==> src/rtl/mips_defs.sv <==
// mips_defs: opcode and register-index constants shared by the write-back stage.
package mips_defs;
   localparam logic [5:0] OP_LB  = 6'h20;
   localparam logic [5:0] OP_LH  = 6'h21;
   localparam logic [5:0] OP_LW  = 6'h23;
   localparam logic [5:0] OP_LBU = 6'h24;
   localparam logic [5:0] OP_LHU = 6'h25;
   localparam logic [4:0] REG_ZERO = 5'd0;
   localparam logic [4:0] REG_RA   = 5'd31;
endpackage

==> src/rtl/load_ext.sv <==
// load_ext: little-endian byte/halfword extraction and sign/zero extension of a loaded word.
module load_ext
   import mips_defs::*;
(
   input  logic [31:0] dr_i,
   input  logic [1:0]  addr_i,
   input  logic [5:0]  op_i,
   output logic [31:0] ext_o
);
   logic [7:0]  byte_w;
   logic [15:0] half_w;
   always_comb begin
      byte_w = dr_i[{addr_i, 3'b000} +: 8];
      half_w = addr_i[1] ? dr_i[31:16] : dr_i[15:0];
      // lw and unknown opcodes pass the raw word through
      ext_o  = (op_i == OP_LB)  ? {{24{byte_w[7]}}, byte_w} :
               (op_i == OP_LBU) ? {24'h0, byte_w} :
               (op_i == OP_LH)  ? {{16{half_w[15]}}, half_w} :
               (op_i == OP_LHU) ? {16'h0, half_w} : dr_i;
   end
endmodule

==> src/rtl/wb_regfile.sv <==
// wb_regfile: write-back mux, 32x32 GPR file with two read ports, retired-instruction counter.
// Optional same-cycle write-through to the read ports when WB_REG_BYPASS_EN is defined.
module wb_regfile
   import mips_defs::*;
#(
   parameter int NREG  = 32,
   parameter int CNT_W = 32
) (
   input  logic             CLK,
   input  logic             reset,
   input  logic [31:0]      IR,
   input  logic [4:0]       A3,
   input  logic [31:0]      AO,
   input  logic [31:0]      DR,
   input  logic [31:0]      PCp4,
   input  logic             RegWrite,
   input  logic             MemtoReg,
   input  logic             Link,
   input  logic [4:0]       RA1,
   input  logic [4:0]       RA2,
   output logic [31:0]      RD1,
   output logic [31:0]      RD2,
   output logic [4:0]       WB_A3,
   output logic [31:0]      WB_WD,
   output logic             WB_WE,
   output logic [CNT_W-1:0] instret
);
   logic [31:0]      gpr_q [NREG];
   logic [CNT_W-1:0] instret_q, instret_d;
   logic [31:0]      ld_w;
   logic             byp1, byp2;

   load_ext u_load_ext (
      .dr_i   (DR),
      .addr_i (AO[1:0]),
      .op_i   (IR[31:26]),
      .ext_o  (ld_w)
   );

`ifdef WB_REG_BYPASS_EN
   assign byp1 = WB_WE && (RA1 == A3);
   assign byp2 = WB_WE && (RA2 == A3);
`else
   assign byp1 = 1'b0;
   assign byp2 = 1'b0;
`endif

   always_comb begin
      // Link returns past the delay slot, so PC+8
      WB_WD     = Link ? PCp4 + 32'd4 : MemtoReg ? ld_w : AO;
      WB_WE     = RegWrite && (A3 != REG_ZERO);
      WB_A3     = WB_WE ? A3 : REG_ZERO;
      instret_d = (IR != 32'h0) ? instret_q + CNT_W'(1) : instret_q;
      RD1       = (!reset || RA1 == REG_ZERO) ? 32'h0 : byp1 ? WB_WD : gpr_q[RA1];
      RD2       = (!reset || RA2 == REG_ZERO) ? 32'h0 : byp2 ? WB_WD : gpr_q[RA2];
   end

   always_ff @(posedge CLK or negedge reset) begin
      if (!reset) begin
         for (int i = 0; i < NREG; i++) gpr_q[i] <= '0;
         instret_q <= '0;
      end else begin
         if (WB_WE) gpr_q[A3] <= WB_WD;
         instret_q <= instret_d;
      end
   end

   assign instret = instret_q;
endmodule

==> config.mk <==
export PLATFORM = sky130hd
export DESIGN_NAME = wb_regfile
export DESIGN_NICKNAME = d
export VERILOG_FILES = /design/src/rtl/mips_defs.sv /design/src/rtl/load_ext.sv /design/src/rtl/wb_regfile.sv
export SDC_FILE = /design/constraint.sdc
export NUM_CORES = 2
export LEC_CHECK = 0
export CORE_MARGIN = 1
export CORE_UTILIZATION = 61
export DETAILED_ROUTE_END_ITERATION = 10
export GPL_ROUTABILITY_DRIVEN = 0
export PLACE_DENSITY_LB_ADDON = 0.05
export SYNTH_ARGS = -nofsm -noshare
export SYNTH_HDL_FRONTEND = slang
export SYNTH_SLANG_ARGS = --single-unit
==> constraint.sdc <==
create_clock -name CLK -period 3 [get_ports CLK]
set_input_delay 0.45 -clock CLK [delete_from_list [all_inputs] [get_ports CLK]]
set_output_delay 0.45 -clock CLK [all_outputs]
set_load 0.02 [all_outputs]
-- Yosys cells after proc, flatten, opt, wreduce, memory -nomap -nowiden
Index checks and enable logic that the tools add are counted.
- register bits: 1056
- output and inout bits: 134
- logic and storage cells: 75
- add/subtract/negate cells: 2
- magnitude comparators: 4
- equality and inequality tests: 4
- shift operators: 1
- multiplexer cells: 19
- bitwise operators: 3
- reduce and logical (&&, ||, !) cells: 9
- operators by type and width (kind ; count):
    1024-bit bitwise mux ; 1
    32-bit two-way mux ; 13
    32-bit binary-select mux with 5-bit select ; 2
    32-bit demux with 5-bit select ; 1
    32-bit by 1-bit adder with 32-bit output, second input constant ; 1
    32-bit by 3-bit adder with 32-bit output, second input constant ; 1
    32-bit nonzero test ; 1
    32-bit by 6-bit variable part select with 8-bit output ; 1
    6-bit equality test, second input constant ; 4
    6-bit greater-or-equal comparator, second input constant ; 3
    5-bit inverter with 6-bit output ; 3
    16-bit two-way mux ; 1
    5-bit logical NOT ; 2
    6-bit by 1-bit less-than comparator with 1-bit output, second input constant ; 1
    5-bit two-way mux ; 1
    5-bit nonzero test ; 1
    1-bit logical AND ; 2
    1-bit logical OR ; 2
    1-bit logical NOT ; 1

-- Depth between registers and ports, before layout
- word-level depth: 8
- gate-level depth with buffers: 10
- gate-level depth less buffers: 6

-- Modules after synthesis
Synthesis repeated with hierarchy kept, for this count alone.
- cell total of the unflattened synthesis: 5072
- area, all modules: 55996.2 µm²
- by module, submodules not included (module ; instances ; cells an instance ; area an instance (µm²) ; seq. area each (µm²)):
    wb_regfile ; 1 ; 4946 ; 55076.6 ; 26425.3
    load_ext ; 1 ; 126 ; 919.6 ; 0.0

-- Worst setup path after synthesis
OpenSTA, ideal clock, no wires.
- path kind: input to output
- start point: input RA1[0]
- end point: output RD1[0]
- data arrival time: 2.419 ns
- data required time: 2.550 ns
- setup slack: 0.131 ns
- stages on the path: 6
- buffers on the path: 2
- cells stage by stage: buf_2 > clkbuf_1 > mux4_2 > mux4_2 > nand2_1 > o221ai_1
- word-level cells in the longest chain between the ends: 5
- elaborated cells on any way between the ends: 7
- those cells by class: 4 x mux; 1 x bitwise; 2 x reduce/logical
- RTL lines (what ; line ; source):
    from (decl) ; wb_regfile.sv:19 ; input logic [4:0] RA1,
    5-bit inverter with 6-bit output (implied by the code) ; wb_regfile.sv:54 ; RD1 = (!reset || RA1 == REG_ZERO) ? 32'h0 : byp1 ? WB_WD : gpr_q[RA1];
    32-bit binary-select mux with 5-bit select ; wb_regfile.sv:54 ;
    32-bit two-way mux (implied by the code) (2 in series) ; wb_regfile.sv:54 ;
    32-bit two-way mux * ; wb_regfile.sv:54 ;
    to (decl) ; wb_regfile.sv:21 ; output logic [31:0] RD1,
Every way passes the cells marked *; elsewhere a longest branch is shown, timed or not. The select of a mux whose other input is x is not followed.

-- Final worst setup path
- start point: register gpr_q[660] (netlist name)
- end point: output RD1[20]
- word-level cells in the longest chain between the ends: 4
- RTL lines (what ; line ; source):
    from (decl) ; wb_regfile.sv:28 ; logic [31:0] gpr_q [NREG];
    from (signal, indexed assignment) ; wb_regfile.sv:63 ; if (WB_WE) gpr_q[A3] <= WB_WD;
    32-bit binary-select mux with 5-bit select ; wb_regfile.sv:54 ;
    32-bit two-way mux (implied by the code) (2 in series) ; wb_regfile.sv:54 ;
    32-bit two-way mux ; wb_regfile.sv:54 ;
No other way between the ends. The select of a mux whose other input is x is not followed.

==> out/metrics.csv <==
metric,value,unit
outcome,"finished, violations left",
violations,negative setup slack,
yosysSeqAreaShare,0.472,
vdd_drop_max,0.597,mV
dp_hpwl,123000,um
drc,0,
path_max_fanout,2,
fin_nets,5538,
p_per_area,667,mW/mm2
vias_per_cell,6.68,
initial_utilization,0.619,
final_max_slew_viol_count,0,
drtAntennaViolNets,0,
cts_root_buf,clkbuf_16,
area_delta_synth_final,26.1,%
clockPowerShare,0.326,
p_seq_frac,0.416,
hold_class,primary input to asynchronous set/reset pin,
drt_iter0_markers,4427,
clock_skew,0.00417,ns
fin_crit,3.13,ns
overflow,0,
grt_pass1_wl,282000,um
criticalPathCategory,flop to output port,
wirelength,186000,um
ys_top_cells_by_area,"dfrtp_1 (47%), mux4_2 (23%), a21oi_1 (4.4%)",
reg2reg_to,instret[31],
critPathArrivalTime,2.68,ns
yosys_warnings,0,
critPathLaunchType,flop,
ys.flop_type,dfrtp_1,
synth_common_cells,"dfrtp_1 (1056), nor2_1 (656), mux4_2 (577), nand2_1 (553), a21oi_1 (493)",
row_count,110,
cts_tree,done,
antenna_found_initial,7,
r2r_slack,0.64,ns
pre_cts_ws,-0.836,ns
hold_viol,0,
ios,282,
final_util,0.780,
combPwrFrac,0.258,
synth.most_common_cell,dfrtp_1,
synth_cell_types,71,
clockBufferDepth,3,
coreArea,0.0906,mm2
period_share,1.04,
synth_edf_count,0,
crit_required,2.55,ns
max_freq,319,MHz
die_x,305,um
ys_ff_latch,1056,
cp-startpoint,gpr_q[660],
ys_async_sr_fraction,1.00,
grt_pass1_vias,45700,
drive_gt1_frac,0.343,
setup_viol,41,
fp.dieArea,0.0931,mm2
io_buffers,281,
firstDrtPassIters,8,
cap_violations,0,
netSwitchingFraction,0.302,
vias,44500,
fin_ws,-0.131,ns
worst-slew-pin-transition,1.04,ns
synth_nets,5059,
die_h,305,um
cts_buffers,111,
hold_ws,0.0454,ns
syn-mean-instance-area,11.4,um2
p_sw,14200,uW
clk_latency,0.70,ns
end_kind,output port,
wl_per_cell,27.9,um
power.leakage,0.0300,uW
gr-usage-all-layers,0.408,
synth_top_cell_area_share,0.472,
synth_top_area_cell,dfrtp_1,
h-tree-depth,3,
r2r_start,instret[6],
syn_area,0.0560,mm2
rsz0062_at_grt,true,
clk_pin_slew,0.06,ns
netlist_instances,4909,
grt_max_degree,169,
r2r_cells,6,
internal_power,32900,uW
cts_sinks,1056,
tns,-2.23,ns
slew_headroom,0.304,
per-stage QoR:
step	cell area (um2)	cells	power (uW)
2_1_floorplan	56000	4909	26500
3_3_place_gp	63900	6353	30100
3_5_place_dp	63900	6353	30700
4_1_cts	69800	6604	46700
5_1_grt	70700	6661	49000
6_report	70700	6664	47100
placed cells by master (no fill, tap or decap), types with 41 or more instances in the layout:
| cell type | count |
|---|---|
| mux4_2 | 577 |
| o21ai_1 | 230 |
| nand2_1 | 487 |
| mux2i_1 | 133 |
| nor2_1 | 621 |
| clkbuf_16 | 113 |
| buf_12 | 126 |
| o21ai_0 | 193 |
| a21oi_1 | 485 |
| nand2_4 | 41 |
| dfrtp_1 | 1056 |
| clkdlybuf4s50_1 | 145 |
| buf_6 | 83 |
| buf_4 | 445 |
| a21oi_2 | 117 |
worst max path at each step:
stage / end / slack (ns) / depth (start not counted)
floorplan: RD1[0] / 0.13 / 6
global placement: WB_WD[31] / -0.77 / 10
detailed placement: WB_WD[31] / -0.84 / 10
CTS: RD2[19] / -0.14 / 6
global route: RD1[20] / -0.18 / 6
finish: RD1[20] / -0.13 / 6
critical path: stages (launching register included):
cell and delay, ns:
dfrtp_1 0.39, buf_6 0.12, mux4_2 0.45, mux4_2 0.53
nand2_4 0.16, o221ai_4 0.14, buf_12 0.17
power groups by stage:
stage          sequential [uW]  clock, uW  combinational [uW]
5_1_grt                  20000      16000               13000
3_3_place_gp             19400          0               10700
6_report                 19600      15400               12100
3_5_place_dp             19700          0               11000
4_1_cts                  19500      15500               11700
2_1_floorplan            19000          0                7550
final cells by class:
type / instances / area, um2
clock inverters: 67 / 971
fillers: 5608 / 19900
multi-input cells: 3309 / 29400
repair buffers: 871 / 9100
inverters: 39 / 149
diodes: 3 / 7.51
well taps: 1176 / 1470
clock buffers: 143 / 3150
flip-flops and latches: 1056 / 26400
per-layer routing:
| layer | up-vias | share of wire | wire length (um) | GRT usage |
|---|---|---|---|---|
| met5 | - | 0.00022 | 40 | 0 |
| met4 | 6 | 0.080 | 14800 | 0.271 |
| met3 | 680 | 0.094 | 17500 | 0.0939 |
| met2 | 2490 | 0.47 | 88100 | 0.644 |
| met1 | 22400 | 0.35 | 65200 | 0.509 |
| li1 | 19000 | - | - | - |
state kept, by name (all words and copies together) (netlist names):
| name | flops |
|---|---|
| gpr_q | 1024 |
| instret | 32 |
repair_timing:
item / 4_1_cts / 5_1_grt
hold endpoints to repair: 15 / 0
gates cloned: 3 / 2
pin swaps: 55 / 35
buffers inserted: 42 / 57
hold buffers: 1 / 0
setup endpoints to repair: 96 / 92
resized for setup: 695 / 108
cells by family after synthesis:
logic type | Yosys count | synth area share
compound gates | 1159 | 0.120
xor+xnor | 55 | 0.00860
flops | 1056 | 0.472
buf+inv | 544 | 0.0409
simple gates | 1364 | 0.0990
mux | 729 | 0.259
fa+ha+maj | 2 | 0.000446
No activity file was read; power rests on OpenSTA's default activity.
